### src/rtl/axil_wr_router.sv
// Transaction-locked AXI4-Lite write router: one master fanned out to NUMBER_SLAVE slaves, local DECERR for unmapped space.
// Optional slave watchdog enabled by defining AXIL_WR_TIMEOUT_EN.
module axil_wr_router #(
  parameter int NUMBER_SLAVE   = 8,
  parameter int AXI_DATA_WIDTH = 32,
  parameter int AXI_ADDR_WIDTH = 32,
  parameter int SLAVE_SEL_LSB  = 16,
  parameter int TIMEOUT_CYCLES = 256
) (
  input  logic                          aclk,
  input  logic                          aresetn,
  input  logic [AXI_ADDR_WIDTH-1:0]     m_axil_awaddr,
  input  logic                          m_axil_awvalid,
  output logic                          m_axil_awready,
  input  logic [AXI_DATA_WIDTH-1:0]     m_axil_wdata,
  input  logic [AXI_DATA_WIDTH/8-1:0]   m_axil_wstrb,
  input  logic                          m_axil_wvalid,
  output logic                          m_axil_wready,
  output logic [1:0]                    m_axil_bresp,
  output logic                          m_axil_bvalid,
  input  logic                          m_axil_bready,
  output logic [AXI_ADDR_WIDTH-1:0]     s_axil_awaddr,
  output logic [NUMBER_SLAVE-1:0]       s_axil_awvalid,
  input  logic [NUMBER_SLAVE-1:0]       s_axil_awready,
  output logic [AXI_DATA_WIDTH-1:0]     s_axil_wdata,
  output logic [AXI_DATA_WIDTH/8-1:0]   s_axil_wstrb,
  output logic [NUMBER_SLAVE-1:0]       s_axil_wvalid,
  input  logic [NUMBER_SLAVE-1:0]       s_axil_wready,
  input  logic [1:0]                    s_axil_bresp [NUMBER_SLAVE],
  input  logic [NUMBER_SLAVE-1:0]       s_axil_bvalid,
  output logic [NUMBER_SLAVE-1:0]       s_axil_bready
);

  localparam int SELW = (NUMBER_SLAVE > 1) ? $clog2(NUMBER_SLAVE) : 1;
  localparam int IDXW = AXI_ADDR_WIDTH - SLAVE_SEL_LSB;

  if (NUMBER_SLAVE < 1 || TIMEOUT_CYCLES < 2) begin : g_param_check
    $error("axil_wr_router: NUMBER_SLAVE must be >= 1 and TIMEOUT_CYCLES >= 2");
  end

  typedef enum logic [1:0] {ST_IDLE, ST_AW, ST_W, ST_B} state_t;

  state_t                    state, state_next;
  logic [SELW-1:0]           sel;
  logic                      local_rsp;
  logic [1:0]                resp;
  logic [AXI_ADDR_WIDTH-1:0] awaddr_q;

  logic                      load;
  logic                      timeout;
  logic                      expire;

  logic [IDXW-1:0]           idx;
  logic [31:0]               idx_ext;
  logic                      in_range;

  logic [NUMBER_SLAVE-1:0]   sel_onehot;
  logic                      sel_awready;
  logic                      sel_wready;
  logic                      sel_bvalid;
  logic [1:0]                sel_bresp;

  assign idx      = m_axil_awaddr[AXI_ADDR_WIDTH-1:SLAVE_SEL_LSB];
  assign idx_ext  = 32'(idx);
  assign in_range = idx_ext < 32'(NUMBER_SLAVE);

  assign s_axil_awaddr = awaddr_q;
  assign s_axil_wdata  = m_axil_wdata;
  assign s_axil_wstrb  = m_axil_wstrb;

  // Loop-compare decode keeps non-power-of-two slave counts free of out-of-range indexing.
  always_comb begin
    sel_onehot  = '0;
    sel_awready = 1'b0;
    sel_wready  = 1'b0;
    sel_bvalid  = 1'b0;
    sel_bresp   = 2'b00;
    for (int unsigned i = 0; i < NUMBER_SLAVE; i++) begin
      if (sel == SELW'(i)) begin
        sel_onehot[i] = 1'b1;
        sel_awready   = s_axil_awready[i];
        sel_wready    = s_axil_wready[i];
        sel_bvalid    = s_axil_bvalid[i];
        sel_bresp     = s_axil_bresp[i];
      end
    end
  end

  always_comb begin
    state_next     = state;
    load           = 1'b0;
    timeout        = 1'b0;
    m_axil_awready = 1'b0;
    m_axil_wready  = 1'b0;
    m_axil_bvalid  = 1'b0;
    m_axil_bresp   = 2'b00;
    s_axil_awvalid = '0;
    s_axil_wvalid  = '0;
    s_axil_bready  = '0;
    case (state)
      ST_IDLE: begin
        m_axil_awready = aresetn;
        if (m_axil_awvalid) begin
          load       = 1'b1;
          state_next = in_range ? ST_AW : ST_W;
        end
      end
      ST_AW: begin
        s_axil_awvalid = sel_onehot;
        if (sel_awready) begin
          state_next = ST_W;
        end else if (expire) begin
          timeout    = 1'b1;
          state_next = ST_W;
        end
      end
      ST_W: begin
        if (local_rsp) begin
          m_axil_wready = 1'b1;
          if (m_axil_wvalid) state_next = ST_B;
        end else begin
          s_axil_wvalid = sel_onehot & {NUMBER_SLAVE{m_axil_wvalid}};
          m_axil_wready = sel_wready;
          if (m_axil_wvalid && sel_wready) state_next = ST_B;
          else if (expire) timeout = 1'b1;
        end
      end
      ST_B: begin
        if (local_rsp) begin
          m_axil_bvalid = 1'b1;
          m_axil_bresp  = resp;
          if (m_axil_bready) state_next = ST_IDLE;
        end else begin
          m_axil_bvalid = sel_bvalid;
          m_axil_bresp  = sel_bresp;
          s_axil_bready = sel_onehot & {NUMBER_SLAVE{m_axil_bready}};
          if (sel_bvalid && m_axil_bready) state_next = ST_IDLE;
          else if (expire) timeout = 1'b1;
        end
      end
      default: state_next = ST_IDLE;
    endcase
  end

  always_ff @(posedge aclk or negedge aresetn) begin
    if (!aresetn) begin
      state     <= ST_IDLE;
      sel       <= '0;
      local_rsp <= 1'b0;
      resp      <= 2'b00;
      awaddr_q  <= '0;
    end else begin
      state <= state_next;
      if (load) begin
        awaddr_q  <= m_axil_awaddr;
        sel       <= SELW'(idx);
        local_rsp <= !in_range;
        resp      <= in_range ? 2'b00 : 2'b11;
      end else if (timeout) begin
        local_rsp <= 1'b1;
        resp      <= 2'b10;
      end
    end
  end

`ifdef AXIL_WR_TIMEOUT_EN
  localparam int CNTW = $clog2(TIMEOUT_CYCLES);

  logic [CNTW-1:0] cnt;
  logic            count_en;
  logic            slave_hs;

  // Counting only while the master is ready means a stalling master never triggers the watchdog.
  always_comb begin
    count_en = 1'b0;
    slave_hs = 1'b0;
    case (state)
      ST_AW: begin
        count_en = 1'b1;
        slave_hs = sel_awready;
      end
      ST_W: begin
        count_en = !local_rsp && m_axil_wvalid;
        slave_hs = sel_wready;
      end
      ST_B: begin
        count_en = !local_rsp && m_axil_bready;
        slave_hs = sel_bvalid;
      end
      default: ;
    endcase
  end

  assign expire = count_en && !slave_hs && (cnt == CNTW'(TIMEOUT_CYCLES - 1));

  always_ff @(posedge aclk or negedge aresetn) begin
    if (!aresetn) cnt <= '0;
    else if (state_next != state) cnt <= '0;
    else if (count_en) cnt <= cnt + CNTW'(1);
  end
`else
  assign expire = 1'b0;
`endif

endmodule

### config.mk
export PLATFORM = sky130hd
export DESIGN_NAME = axil_wr_router
export DESIGN_NICKNAME = d
export VERILOG_FILES = /design/src/rtl/axil_wr_router.sv
export SDC_FILE = /design/constraint.sdc
export NUM_CORES = 1
export LEC_CHECK = 0
export CAP_MARGIN = 40
export CELL_PAD_IN_SITES_DETAIL_PLACEMENT = 2
export CELL_PAD_IN_SITES_GLOBAL_PLACEMENT = 2
export CORE_AREA = 2 2 90 178
export CTS_BUF_LIST = sky130_fd_sc_hd__clkbuf_8
export CTS_CLUSTER_DIAMETER = 50
export DETAILED_ROUTE_END_ITERATION = 12
export DIE_AREA = 0 0 92 180
export GPL_TIMING_DRIVEN = 0
export PLACE_DENSITY = 0.81
export REMOVE_ABC_BUFFERS = 1
export SETUP_SLACK_MARGIN = 0.2
export SLEW_MARGIN = 20
export SYNTH_ARGS = -nofsm -noshare
export SYNTH_HDL_FRONTEND = slang
export SYNTH_SLANG_ARGS = --single-unit
### constraint.sdc
create_clock -name aclk -period 2.8 [get_ports aclk]
set_clock_uncertainty 0.2 [all_clocks]
set_input_delay 0.42 -clock aclk [delete_from_list [all_inputs] [get_ports aclk]]
set_output_delay 0.42 -clock aclk [all_outputs]
set_load 0.1 [all_outputs]
==> out/qor.yml <==
numCtsBuffers: 5
min_period_ns: 2.731
dpl_cell_area_mm2: 0.004893
holdCritPathClass: "flip-flop to flip-flop"
async_flop_share_pct: 100.0
synth_edf_count: 0
pwr_density_cell_mw_per_mm2: 1458
layout-drive-gt1-share_pct: 44.70
preCtsSetupSlack_ns: -0.8182
crit_fanout: 9
vias: 2455
area.growth.synth_to_final_pct: 118.7
outcome: "finished clean"
antenna_cells: 0
rsz0062_at_grt: "true"
grt_pass1_vias: 3111
fmax_mhz: 366.2
hold_start: "s_axil_awaddr[14]"
die_x_um: 92
coreArea_mm2: 0.01521
track_usage_pct: 16.20
clkTransAtPathRegs_ns: 0.07
grt_pass1_wl_mm: 19.55
critPathRequiredTime_ns: 2.18
finalSetupViolCount: 0
r2r-start: "state[0]"
wl_per_cell_um: 22.68
antenna_found_initial: 0
portBuffers: 137
clkLatencyLatePin_ns: 0.31
synth_cells: 238
final_cell_area_mm2: 0.005191
synth_cell_types: 43
finalHoldViolCount: 0
layout_common_cells: "108 x clkdlybuf4s50_1, 33 x mux2_2, 32 x dfrtp_1"
grt_max_degree: 29
cp-start-kind: "flip-flop"
routed_via_density: 4.197
ant_nets: 0
synth_warnings: 0
worst_slack_ns: 0.06946
ir_worst_vdd_v: 0.0009846
cts_tree: "yes"
fp-row-count: 64
ys_seq_elements: 35
power_leakage_nw: 2.053
drt_first_pass_iters: 4
grt_overflow: 0
final_common_cell: "clkdlybuf4s50_1"
drtIter0Drc: 25
clkSinkCount: 35
clk_path_buf_depth: 2
startpoint: "sel[0]"
syn-cell-area_mm2: 0.002374
drv_slew: 0
cp-end-kind: "output port"
finalCritPeriodShare_pct: 97.52
gp_congestion: 0.7266
postSynthAreaPerCell_um2: 9.973
max-cap-violations: 0
seq_area_frac_synth_pct: 36.90
ios: 210
cp.arrival_ns: 2.11
worst_pin_slew_ns: 0.4637
routed_wl_mm: 13.27
drc_errors: 0
cts-htree-levels: 2
die_y_um: 180
dieArea_mm2: 0.01656
yosys_most_used_dff: "dfrtp_1"
start_util_pct: 15.60
root_buffer: "clkbuf_8"
slew_headroom_pct: 68.98
dp_hpwl_mm: 11.21
crit_type: "flip-flop to output port"
nNetsFinal: 505
## power by group
group / leakage (nW) / switching [mW] / internal [mW]
Combinational: 1.60 / 3.63 / 2.54
Sequential: 0.411 / 0.215 / 0.775
Clock: 0.0470 / 0.205 / 0.193
## cell families (layout without fill, tap and decap cells)
family / Yosys count / in the layout / synth area share, %
compound gates: 24 / 24 / 7.275
fa+ha+maj: 5 / 5 / 2.636
buf+inv: 57 / 206 / 15.71
flops: 35 / 35 / 36.90
mux: 43 / 43 / 22.72
simple gates: 74 / 74 / 14.76
## layer usage
layer,routed length [µm],vias to the layer above,GRT usage (%)
met5,39,-,2.469
met4,248,2,5.194
met3,1199,15,6.370
met2,7522,165,31.15
met1,4259,1196,15.05
li1,-,1077,-
## synthesized netlist by cell type, types with 2 or more instances
cell / number / share of area (%)
nand3_1: 7 / 1.5
mux4_2: 5 / 4.7
buf_6: 2 / 0.95
ha_1: 5 / 2.6
mux2i_1: 4 / 1.7
buf_4: 37 / 12
mux2_2: 33 / 16
a22oi_1: 2 / 0.63
clkbuf_1: 5 / 0.79
buf_2: 4 / 0.84
nor2b_1: 2 / 0.53
nor4_1: 2 / 0.53
a21oi_1: 2 / 0.42
nand2b_1: 5 / 1.3
nor2_1: 38 / 6.0
inv_1: 8 / 1.3
o21ai_1: 4 / 0.84
o21ai_0: 4 / 0.84
nand2_1: 10 / 1.6
dfrtp_1: 35 / 37
and2_1: 2 / 0.53
## stage by stage
stage / utilization (%) / cells / hold WS [ns] / power [mW] / setup TNS (ns)
after floorplan: - / 190 / -0.07559 / 4.078 / -21.34
after global placement: 24.01 / 525 / 0.2884 / 5.173 / -17.48
after detailed placement: 32.16 / 591 / 0.09551 / 6.851 / -3.023
after CTS: 33.31 / 584 / 0.3111 / 7.473 / -0.1920
after global routing: 34.12 / 585 / 0.3329 / 7.864 / -0.05770
final: 34.12 / 585 / 0.3053 / 7.566 / 0
## critical path, stage by stage (launching register included)
cell       delay [ns]
dfrtp_4          0.54
buf_12           0.17
nand2b_4         0.16
o2bb2ai_4        0.14
o21ai_1          0.10
a21oi_2          0.20
o31a_1           0.25
clkbuf_16        0.23
## final timing paths
kind,depth (start not counted),end,slack (ns)
max in group asynchronous,4,sel[0],1.63
max,7,m_axil_bresp[1],0.07
min reg2reg,1,s_axil_awaddr[14],0.31
min in group asynchronous,2,s_axil_awaddr[31],0.38
min,1,s_axil_awaddr[14],0.31
max reg2reg,7,state[0],0.44
## registers in the layout, summed over array words and instances, names as in the netlist
signal,cells
resp,1
s_axil_awaddr,30
sel,2
state,2
## timing repair
item,4_1_cts,5_1_grt
buffers inserted,7,3
gates resized for setup,53,37
endpoints found under the hold margin,7,0
pin swaps,1,12
setup endpoints to repair,32,12
hold buffers,3,0
## cell type report
cell class,count,area (µm²)
clock buffer,6,82.58
fill,1557,10020
inverter,9,38.79
clock inverter,1,5.005
timing repair buffer,190,2613
tap,198,247.7
sequential,35,882.1
multi-input combinational,146,1323
Power figures use the tool's default switching activity.
